## src/rtl/lsu_ctrl_if.sv

```systemverilog
// lsu_ctrl_if: CPU request/response and word-memory bus bundle; slave = lsu_ctrl, master = CPU/memory side
interface lsu_ctrl_if #(parameter int ADDR_W = 12);
  logic req_valid;
  logic req_ready;
  logic req_we;
  logic [2:0] req_funct3;
  logic [ADDR_W-1:0] req_addr;
  logic [31:0] req_wdata;
  logic resp_valid;
  logic [31:0] resp_data;
  logic resp_err;
  logic busy;
  logic [ADDR_W-3:0] data_addr;
  logic ren;
  logic wen;
  logic [31:0] data_in;
  logic [3:0] byte_select_vector;
  logic [31:0] data_out;
  logic ready;
  modport slave (
    input req_valid, req_we, req_funct3, req_addr, req_wdata, data_out, ready,
    output req_ready, resp_valid, resp_data, resp_err, busy, data_addr, ren, wen, data_in, byte_select_vector
  );
  modport master (
    output req_valid, req_we, req_funct3, req_addr, req_wdata, data_out, ready,
    input req_ready, resp_valid, resp_data, resp_err, busy, data_addr, ren, wen, data_in, byte_select_vector
  );
endinterface

```

## src/rtl/lsu_ctrl.sv

```systemverilog
// lsu_ctrl: RISC-V load/store unit FSM; clk/reset plus bus (CPU req/resp, memory ren/wen/lanes/data/ready)
module lsu_ctrl #(
  parameter int ADDR_W = 12,
  parameter int TIMEOUT = 31
) (
  input logic clk,
  input logic reset,
  lsu_ctrl_if.slave bus
);
  localparam int CW = $clog2(TIMEOUT + 1);
  localparam logic [CW-1:0] LAST = CW'(TIMEOUT - 1);
  typedef enum logic [2:0] {IDLE, RD_REQ, RD_WAIT, WR_REQ, RESP} state_t;
  state_t state;
  logic [1:0] lo;
  logic [2:0] f3;
  logic [CW-1:0] cnt;
  logic bad;
  logic [3:0] st_bsv;
  logic [31:0] st_data;
  logic [7:0] ld_b;
  logic [15:0] ld_h;
  logic [31:0] ld_data;
  assign bus.req_ready = state == IDLE;
  assign bus.busy = state != IDLE;
  assign bad = bus.req_funct3 == 3'b011 || bus.req_funct3[2:1] == 2'b11 ||
               (bus.req_we && bus.req_funct3[2]) ||
               (bus.req_funct3[1:0] == 2'b01 && bus.req_addr[0]) ||
               (bus.req_funct3 == 3'b010 && bus.req_addr[1:0] != 2'b00);
  assign st_bsv = bus.req_funct3[1] ? 4'b1111 :
                  bus.req_funct3[0] ? (bus.req_addr[1] ? 4'b1100 : 4'b0011) :
                  4'b0001 << bus.req_addr[1:0];
  assign st_data = bus.req_funct3[1] ? bus.req_wdata :
                   bus.req_funct3[0] ? {2{bus.req_wdata[15:0]}} : {4{bus.req_wdata[7:0]}};
  assign ld_b = bus.data_out[{lo, 3'b000} +: 8];
  assign ld_h = lo[1] ? bus.data_out[31:16] : bus.data_out[15:0];
  assign ld_data = f3[1] ? bus.data_out :
                   f3[0] ? {{16{~f3[2] & ld_h[15]}}, ld_h} : {{24{~f3[2] & ld_b[7]}}, ld_b};
  always_ff @(posedge clk or posedge reset) begin
    if (reset) begin
      state <= IDLE;
      lo <= '0;
      f3 <= '0;
      cnt <= '0;
      bus.ren <= 1'b0;
      bus.wen <= 1'b0;
      bus.resp_valid <= 1'b0;
      bus.resp_err <= 1'b0;
      bus.resp_data <= '0;
      bus.data_addr <= '0;
      bus.data_in <= '0;
      bus.byte_select_vector <= '0;
    end else begin
      bus.ren <= 1'b0;
      bus.wen <= 1'b0;
      bus.resp_valid <= 1'b0;
      case (state)
        IDLE: if (bus.req_valid) begin
          bus.data_addr <= bus.req_addr[ADDR_W-1:2];
          lo <= bus.req_addr[1:0];
          f3 <= bus.req_funct3;
          cnt <= '0;
          if (bad) begin
            state <= RESP;
            bus.resp_valid <= 1'b1;
            bus.resp_err <= 1'b1;
            bus.resp_data <= '0;
            bus.data_in <= '0;
            bus.byte_select_vector <= '0;
          end else if (bus.req_we) begin
            state <= WR_REQ;
            bus.wen <= 1'b1;
            bus.data_in <= st_data;
            bus.byte_select_vector <= st_bsv;
          end else begin
            state <= RD_REQ;
            bus.ren <= 1'b1;
            bus.data_in <= '0;
            bus.byte_select_vector <= 4'b1111;
          end
        end
        RD_REQ: state <= RD_WAIT;
        RD_WAIT: begin
          cnt <= cnt + 1'b1;
          // memory has not yet dropped ready in the first wait cycle, so it is stale there
          if (cnt != '0 && bus.ready) begin
            state <= RESP;
            bus.resp_valid <= 1'b1;
            bus.resp_err <= 1'b0;
            bus.resp_data <= ld_data;
          end else if (cnt == LAST) begin
            state <= RESP;
            bus.resp_valid <= 1'b1;
            bus.resp_err <= 1'b1;
            bus.resp_data <= '0;
          end
        end
        WR_REQ: begin
          state <= RESP;
          bus.resp_valid <= 1'b1;
          bus.resp_err <= 1'b0;
          bus.resp_data <= '0;
        end
        default: state <= IDLE;
      endcase
    end
  end
endmodule

```

## src/flat_wrapper.sv

```systemverilog
// flat-port wrapper written by rule: the top's interface ports become plain ports
module lsu_ctrl_flat 
#(
  parameter int ADDR_W = 12,
  parameter int TIMEOUT = 31
)
  (clk, reset, bus_req_valid, bus_req_we, bus_req_funct3, bus_req_addr, bus_req_wdata, bus_data_out, bus_ready, bus_req_ready, bus_resp_valid, bus_resp_data, bus_resp_err, bus_busy, bus_data_addr, bus_ren, bus_wen, bus_data_in, bus_byte_select_vector);
  lsu_ctrl_if #(.ADDR_W(ADDR_W)) bus_i ();
  input logic clk;
  input logic reset;
  input wire logic [$bits(bus_i.req_valid)-1:0] bus_req_valid;
  input wire logic [$bits(bus_i.req_we)-1:0] bus_req_we;
  input wire logic [$bits(bus_i.req_funct3)-1:0] bus_req_funct3;
  input wire logic [$bits(bus_i.req_addr)-1:0] bus_req_addr;
  input wire logic [$bits(bus_i.req_wdata)-1:0] bus_req_wdata;
  input wire logic [$bits(bus_i.data_out)-1:0] bus_data_out;
  input wire logic [$bits(bus_i.ready)-1:0] bus_ready;
  output wire logic [$bits(bus_i.req_ready)-1:0] bus_req_ready;
  output wire logic [$bits(bus_i.resp_valid)-1:0] bus_resp_valid;
  output wire logic [$bits(bus_i.resp_data)-1:0] bus_resp_data;
  output wire logic [$bits(bus_i.resp_err)-1:0] bus_resp_err;
  output wire logic [$bits(bus_i.busy)-1:0] bus_busy;
  output wire logic [$bits(bus_i.data_addr)-1:0] bus_data_addr;
  output wire logic [$bits(bus_i.ren)-1:0] bus_ren;
  output wire logic [$bits(bus_i.wen)-1:0] bus_wen;
  output wire logic [$bits(bus_i.data_in)-1:0] bus_data_in;
  output wire logic [$bits(bus_i.byte_select_vector)-1:0] bus_byte_select_vector;
  assign bus_i.req_valid = bus_req_valid;
  assign bus_i.req_we = bus_req_we;
  assign bus_i.req_funct3 = bus_req_funct3;
  assign bus_i.req_addr = bus_req_addr;
  assign bus_i.req_wdata = bus_req_wdata;
  assign bus_i.data_out = bus_data_out;
  assign bus_i.ready = bus_ready;
  assign bus_req_ready = bus_i.req_ready;
  assign bus_resp_valid = bus_i.resp_valid;
  assign bus_resp_data = bus_i.resp_data;
  assign bus_resp_err = bus_i.resp_err;
  assign bus_busy = bus_i.busy;
  assign bus_data_addr = bus_i.data_addr;
  assign bus_ren = bus_i.ren;
  assign bus_wen = bus_i.wen;
  assign bus_data_in = bus_i.data_in;
  assign bus_byte_select_vector = bus_i.byte_select_vector;
  lsu_ctrl #(.ADDR_W(ADDR_W), .TIMEOUT(TIMEOUT)) u_core (.clk(clk), .reset(reset), .bus(bus_i));
endmodule
```

## config.mk

```make
export PLATFORM = sky130hd
export DESIGN_NAME = lsu_ctrl_flat
export DESIGN_NICKNAME = d
export VERILOG_FILES = /design/src/rtl/lsu_ctrl_if.sv /design/src/rtl/lsu_ctrl.sv /design/src/flat_wrapper.sv
export SDC_FILE = /design/constraint.sdc
export NUM_CORES = 1
export LEC_CHECK = 0
export BUFFER_PORTS_ARGS = -buffer_cell sky130_fd_sc_hd__buf_4
export CAP_MARGIN = 25
export CORE_MARGIN = 2
export CORE_UTILIZATION = 35
export DETAILED_ROUTE_END_ITERATION = 10
export GPL_TIMING_DRIVEN = 0
export HOLD_SLACK_MARGIN = 0.08
export PLACE_DENSITY = 0.67
export SETUP_SLACK_MARGIN = 0.1
export SYNTH_ARGS = -nofsm -noshare
export SYNTH_HDL_FRONTEND = slang
export SYNTH_SLANG_ARGS = --single-unit
export TNS_END_PERCENT = 100
```

## constraint.sdc

```tcl
create_clock -name clk -period 9.45 [get_ports clk]
set_input_delay 1.89 -clock clk [delete_from_list [all_inputs] [get_ports clk]]
set_output_delay 1.89 -clock clk [all_outputs]
set_load 0.02 [all_outputs]
```

==> metrics.txt, run 1 <==
run status=finished, final reports clean; synthesized area=4608 um^2; CP top delay family=flip-flops; number of nets produced by synthesis=534; classification of the worst-slack hold path=reg -> reg; post-synthesis sequential area ratio=51.59%; overall fraction of global-route tracks in use=19.94%; Worst Skew=0.009204 ns; delay of the slowest cell on the worst path=0.45 ns; critical path arrival=1.41 ns; DR vias=4135; iteration count of the initial detailed-routing pass=4; time the worst path needs with I/O delays and setup=3.300 ns; transition time at the pin with the least slew margin=0.8512 ns; clock-pin slew reported for the worst setup and hold paths after clock tree synthesis=0.07 ns; reg-to-reg setup timing slack=7.22 ns; max-slew violation count=0; Rows=41; PostCTS Resize Cnt=0; critical path class=reg -> out; layout cells sized above 1=34.02%; Final TNS setup=0 ns; max-capacitance violation count=0; CTS Buffer Depth=2; worst hold path endpoint=u_core.bus.data_in[28]; max-slew headroom at the worst pin=43.10%; gate count of the mapped netlist=447; crit share post-route=34.92%; Yosys warning total=0; Routed WL=13720 um; count of non-filler cells in the finished layout=801; Port Buffers=166; Horiz. Die Dim=118.7 um; area growth from synthesis to final layout=39.07%; number of failing setup endpoints in the final timing report=0; maximum vdd drop=0.1007 mV; post-route antenna net violation count=0; Slowest-stage cell, CP=sky130_fd_sc_hd__dfrtp_1; H-tree levels=3; final antenna diode count=0; final routed DRC violation total=0; NumNets Final=712; fmax=303.1 MHz; depth of the most critical reg-to-reg path=6; total power density per cell area=302.2 nW/um^2; worst flop-to-flop path endpoint=u_core.bus.resp_data[7]; worst-path fanout max=8; number of buffers and inverters on the critical path=2; floorplan die height=118.7 um; routability congestion estimate=0.8748; global-route wire length before repair=22140 um; Clock Sinks=95; number of filler cells placed in the layout=1218; Static Leakage=3.151 nW; Cell variety after synth=50; Die Area=14100 um^2; effective utilization at floorplan=36.22%; hold path startpoint=u_core.bus.data_in[28]; CTS tree=built; worst endpoint required time=7.56 ns; unrepaired setup endpoints after global routing=false; number of primary I/O pins=168; post-synthesis area per instance=10.31 um^2; startpoint type of the worst setup path=register; core area=12720 um^2; DR WL/cell=17.13 um; initial antenna violation count=0; Worst Hold Path Cells=2; vias in the first global route=4159; Setup crit end kind=primary output; Worst R2R Start=u_core.state[0]; number of clock buffers inserted by TritonCTS=9; number of vias per cell after detailed routing=5.162; HPWL after detailed placement=10560 um; worst-skew pair later-pin latency=0.35 ns; hold buffer count at cts=0; CTS Root Buffer Type=sky130_fd_sc_hd__clkbuf_16; Cell Chain, Critical Path=or3_1, inv_1, buf_4; post-CTS setup-driven buffer insertion count=0; largest net degree at the start of global routing=68; Cells after DPL=786; global route overflow=0; number of register bits inferred by synthesis=95; Iter 0 DRT Violations=191; endpoints failing hold=0
## layout make-up
class,count,area (um^2),area share (%)
inverter,12,47.55,0.7419
timing repair buffer,167,1274,19.88
sequential,95,2377,37.09
tap,172,215.2,3.358
clock inverter,2,38.79,0.6052
multi-input combinational,309,2024,31.59
buffer,31,161.4,2.519
clock buffer,13,270.3,4.217
## cell usage in the layout, fill, tap and decap left out, types with 3 or more instances in the layout
cell	netlist	layout
sky130_fd_sc_hd__dfrtp_1	95	95
sky130_fd_sc_hd__a22o_1	18	18
sky130_fd_sc_hd__mux2i_1	32	32
sky130_fd_sc_hd__o21ai_1	9	9
sky130_fd_sc_hd__or3_1	3	3
sky130_fd_sc_hd__nand2_1	81	81
sky130_fd_sc_hd__buf_4	0	166
sky130_fd_sc_hd__inv_1	11	10
sky130_fd_sc_hd__clkbuf_1	18	19
sky130_fd_sc_hd__a21oi_1	11	11
sky130_fd_sc_hd__or2_2	4	4
sky130_fd_sc_hd__nand2b_1	18	18
sky130_fd_sc_hd__nor2_1	13	13
sky130_fd_sc_hd__nor2b_1	5	5
sky130_fd_sc_hd__buf_6	5	5
sky130_fd_sc_hd__a31oi_1	7	7
sky130_fd_sc_hd__a32o_1	16	16
sky130_fd_sc_hd__ha_1	3	3
sky130_fd_sc_hd__buf_2	5	5
sky130_fd_sc_hd__clkbuf_8	0	3
sky130_fd_sc_hd__o2bb2ai_1	9	9
sky130_fd_sc_hd__mux2_2	10	10
sky130_fd_sc_hd__clkbuf_16	0	9
sky130_fd_sc_hd__o21ai_0	37	37
## cells in the mapped netlist, drive strengths merged
cell type	n	share of area, %
a21oi	12	1.5
a221o	1	0.22
a221oi	1	0.19
a22o	18	3.4
a2bb2oi	1	0.19
a311oi	1	0.19
a31o	1	0.19
a31oi	7	0.95
a32o	16	3.5
and2	2	0.27
buf	12	1.9
clkbuf	19	1.6
clkinv	1	0.081
dfrtp	95	52
ha	3	0.81
inv	11	0.90
mux2	10	2.4
mux2i	32	7.0
nand2	82	6.7
nand2b	18	2.4
nand3	2	0.22
nor2	13	1.1
nor2b	5	0.68
nor3	1	0.11
nor3b	2	0.43
nor4b	2	0.52
o211ai	2	0.33
o21a	1	0.16
o21ai	46	5.0
o22a	2	0.38
o22ai	1	0.14
o2bb2ai	9	1.7
o311ai	2	0.38
o31ai	2	0.43
o41ai	1	0.19
or2	4	0.54
or3	3	0.41
or3b	2	0.38
or4	1	0.16
or4b	1	0.30
xor2	2	0.38
## logic make-up (layout without fill, tap and decap cells)
family | Yosys count | count (layout) | share of synthesized area [%]
AND/OR/NAND/NOR | 138 | 138 | 14.25
flip-flops | 95 | 95 | 51.59
AO/OA/AOI/OAI | 124 | 124 | 19.09
adder cells (fa/ha/maj) | 3 | 3 | 0.8146
multiplexers | 42 | 42 | 9.395
XOR/XNOR | 2 | 2 | 0.3802
buffers and inverters | 43 | 225 | 4.480
## worst reg2reg max path: cells and delay by family (launching register included)
family / cells / cell delay, ns
AO/OA/AOI/OAI: 2 / 0.36
buffers and inverters: 2 / 0.57
flip-flops: 1 / 0.37
AND/OR/NAND/NOR: 2 / 0.85
## registers in the layout (all words and copies together) (netlist names)
| signal | count |
|---|---|
| u_core.bus.data_addr | 10 |
| u_core.bus.resp_err | 1 |
| u_core.state | 3 |
| u_core.bus.ren | 1 |
| u_core.bus.wen | 1 |
| u_core.f3 | 3 |
| u_core.bus.resp_valid | 1 |
| u_core.bus.byte_select_vector | 4 |
| u_core.bus.data_in | 32 |
| u_core.bus.resp_data | 32 |
| u_core.lo | 2 |
| u_core.cnt | 5 |
## report_power, final
part           total, mW  internal (mW)  leakage [nW]  switching [mW]
sequential         0.644          0.549          1.27          0.0947
combinational      0.911          0.392          1.73           0.519
clock              0.382          0.226         0.152           0.156
## worst max path at each step
| stage | from | end | cells past startpoint |
|---|---|---|---|
| 4_1_cts | u_core.state[1] | bus_req_ready | 3 |
| 3_3_place_gp | reset | u_core.bus.data_in[11] | 2 |
| 3_5_place_dp | bus_req_funct3[0] | u_core.bus.data_in[13] | 6 |
| 6_report | u_core.state[1] | bus_req_ready | 3 |
| 2_1_floorplan | reset | u_core.bus.byte_select_vector[0] | 1 |
| 5_1_grt | bus_req_funct3[0] | u_core.bus.data_in[11] | 6 |
## per-layer routing
metal,global-route usage (%),part of all wire [%]
met1,25.18,42
met2,32.22,48
met3,5.502,7.6
met4,8.110,1.8
met5,0,0
## per-stage QoR
step	worst slack [ns]	instance area [um^2]	util [%]	hold WS, ns	power, mW
2_1_floorplan	5.083	4608	-	0.4782	1.190
3_3_place_gp	3.931	6070	47.71	0.4623	1.543
3_5_place_dp	5.804	6100	47.94	0.4700	1.568
4_1_cts	6.123	6409	50.37	0.4854	1.953
5_1_grt	6.031	6409	50.37	0.4912	2.055
6_report	6.150	6409	50.37	0.4834	1.937
No activity file was read; power rests on OpenSTA's default activity.
==> run 2, diff against run 1 <==
clock period = 3.1 ns   (was 9.45 ns; I/O delays follow)
==> run 2 against run 1 <==
Effect of this change: largest power group unchanged; worst setup slack got worse by 5.3 ns; critical path type is now reg -> reg; register-to-register slack got worse by 6.3 ns; sequential power increased to 3.0 times the previous value; clock-buffer cell count decreased by 3.
==> metrics.txt, run 2 (synthesized netlist as in run 1, its figures left out) <==
CTS tree=built; global-route wire length before repair=22340 um (+0.87%); Setup crit end kind=register; layout cells sized above 1=34.23% (+0.21 points); most common cell after layout, fill and taps aside=sky130_fd_sc_hd__buf_4; count of non-filler cells in the finished layout=803 (+0.25%); effective utilization at floorplan=36.22% (unchanged); max-capacitance violation count=0 (unchanged); number of failing setup endpoints in the final timing report=0 (unchanged); initial antenna violation count=0 (unchanged); CTS Root Buffer Type=sky130_fd_sc_hd__clkbuf_16; number of filler cells placed in the layout=1215 (-0.25%); routability congestion estimate=0.8737 (-0.13%); H-tree levels=3 (unchanged); share of total power in the clock network=18.2% (-1.5 points); transition time at the pin with the least slew margin=0.9198 ns (+0.06859 ns); HPWL after detailed placement=10690 um (+1.3%); commonest non-fill, non-tap cells in the layout=sky130_fd_sc_hd__buf_4 (166), sky130_fd_sc_hd__dfrtp_1 (95), sky130_fd_sc_hd__nand2_1 (81), sky130_fd_sc_hd__o21ai_0 (37), sky130_fd_sc_hd__mux2i_1 (32); core area=12720 um^2 (unchanged); Comb power frac=48.1% (+1.1 points); global route overflow=0 (unchanged); DR vias=4165 (+0.73%); PostCTS Resize Cnt=0 (unchanged); NumNets Final=713 (+0.14%); delay of the slowest cell on the worst path=0.46 ns (about the same); critical path class=reg -> reg; fmax=452.1 MHz; post-CTS setup-driven buffer insertion count=0 (unchanged); worst endpoint required time=3.38 ns (-4.18 ns); area growth from synthesis to final layout=38.64%; pre-CTS worst setup slack=0.7696 ns (-5.035 ns); iteration count of the initial detailed-routing pass=4 (unchanged); Static Leakage=3.130 nW (-0.67%); critical path arrival=2.49 ns (+1.08 ns); Rows=41 (unchanged); Iter 0 DRT Violations=207 (+8.4%); CTS Buffer Depth=2 (unchanged); max-slew headroom at the worst pin=38.52% (-4.6 points); worst hold slack=0.3672 ns (-0.1162 ns); classification of the worst-slack hold path=in -> async; biggest registers after layout=u_core.bus.data_in (32), u_core.bus.resp_data (32), u_core.bus.data_addr (10); largest net degree at the start of global routing=43 (-37%); Routed WL=13780 um (+0.43%); DR WL/cell=17.16 um (+0.18%); max-slew violation count=0 (unchanged); switching part of the total=41.04% (+1.3 points); Int Pwr=3.419 mW (+190%); Clock Sinks=95 (unchanged); clock-pin slew reported for the worst setup and hold paths after clock tree synthesis=0.07 ns (about the same); worst-path fanout max=10 (+2); Cells after DPL=787 (+0.13%); startpoint type of the worst setup path=register; Horiz. Die Dim=118.7 um (unchanged); crit share post-route=71.35%; run status=finished, final reports clean; floorplan die height=118.7 um (unchanged); Cell Chain, Critical Path=buf_6, or3b_1, nor3b_2, clkbuf_1, o21ai_0, o2bb2ai_1; sequential group share of total power=33.7% (+0.5 points); unrepaired setup endpoints after global routing=false; Final TNS setup=0 ns (unchanged); number of primary I/O pins=168 (unchanged); Worst Skew=0.006439 ns (-0.002765 ns); post-layout worst setup margin=0.8883 ns (-5.262 ns); vias in the first global route=4277 (+2.8%); post-route antenna net violation count=0 (unchanged); Sequential Area=2377 um^2 (unchanged); hold buffer count at cts=0 (unchanged); worst-skew pair later-pin latency=0.35 ns (about the same); footprint of the multi-input gates=2024 um^2 (unchanged); final routed DRC violation total=0 (unchanged); number of vias per cell after detailed routing=5.187 (+0.47%); number of clock buffers inserted by TritonCTS=9 (unchanged); reg-to-reg setup timing slack=0.89 ns (-6.33 ns); total power density per cell area=907.7 nW/um^2 (+200%); time the worst path needs with I/O delays and setup=2.212 ns; Die Area=14100 um^2 (unchanged); endpoints failing hold=0 (unchanged); overall fraction of global-route tracks in use=19.90% (-0.045 points); Slowest-stage cell, CP=sky130_fd_sc_hd__or3b_1; final antenna diode count=0 (unchanged); maximum vdd drop=0.3196 mV (+220%); Net Sw Power=2.380 mW (+210%); Port Buffers=166 (unchanged)
==> run 2: metal layers <==
| layer | GRT usage [%] | part of all wire, % | up-vias |
|---|---|---|---|
| met5 | 0 | 0 | - |
| met4 | 7.292 | 2.2 | 0 |
| met3 | 6.178 | 8.2 | 28 |
| met2 | 31.93 | 48 | 170 |
| met1 | 25.22 | 42 | 2014 |
| li1 | - | - | 1953 |
==> run 2: path summary, 6_finish.rpt <==
check,startpoint,end,cells past startpoint
worst min-delay path,reset,u_core.bus.ren,2
worst max-delay path,u_core.state[0],u_core.bus.resp_data[13],6
worst max register to register,u_core.state[0],u_core.bus.resp_data[13],6
worst min register to register,u_core.bus.data_addr[2],u_core.bus.data_addr[2],2
min in group clk,bus_req_addr[11],u_core.bus.data_addr[9],3
max in group asynchronous,reset,u_core.bus.data_in[18],3
==> run 2: stage by stage <==
stage | util (%) | power [mW] | instance area (um^2)
global placement | 47.74 | 4.709 | 6073
CTS | 50.22 | 5.847 | 6389
detailed placement | 48.05 | 4.779 | 6113
global route | 50.22 | 6.157 | 6389
finish | 50.22 | 5.799 | 6389
floorplan | - | 3.629 | 4612
==> run 2: power by group through the flow <==
stage / Clock, mW / Sequential (mW) / Combinational [mW]
after floorplan: 0 / 2.39 / 1.24
after global placement: 0 / 1.96 / 2.75
after detailed placement: 0 / 1.98 / 2.80
after CTS: 1.08 / 1.96 / 2.81
after global routing: 1.13 / 2.01 / 3.01
final: 1.05 / 1.96 / 2.79
==> run 2: cell type report <==
type,count,share of cell area [%]
Sequential cell,95,37.21
Multi-Input combinational cell,309,31.69
Timing Repair Buffer,168,20.13
Clock buffer,10,3.584
Tap cell,172,3.369
Buffer,31,2.526
Inverter,12,0.7638
Clock inverter,6,0.7246
==> run 2: worst max-delay path, delay by kind of cell, from the launching register on <==
family / cells / cell delay [ns]
buf+inv: 2 / 0.55
compound gates: 2 / 0.38
simple gates: 2 / 0.84
flops: 1 / 0.37
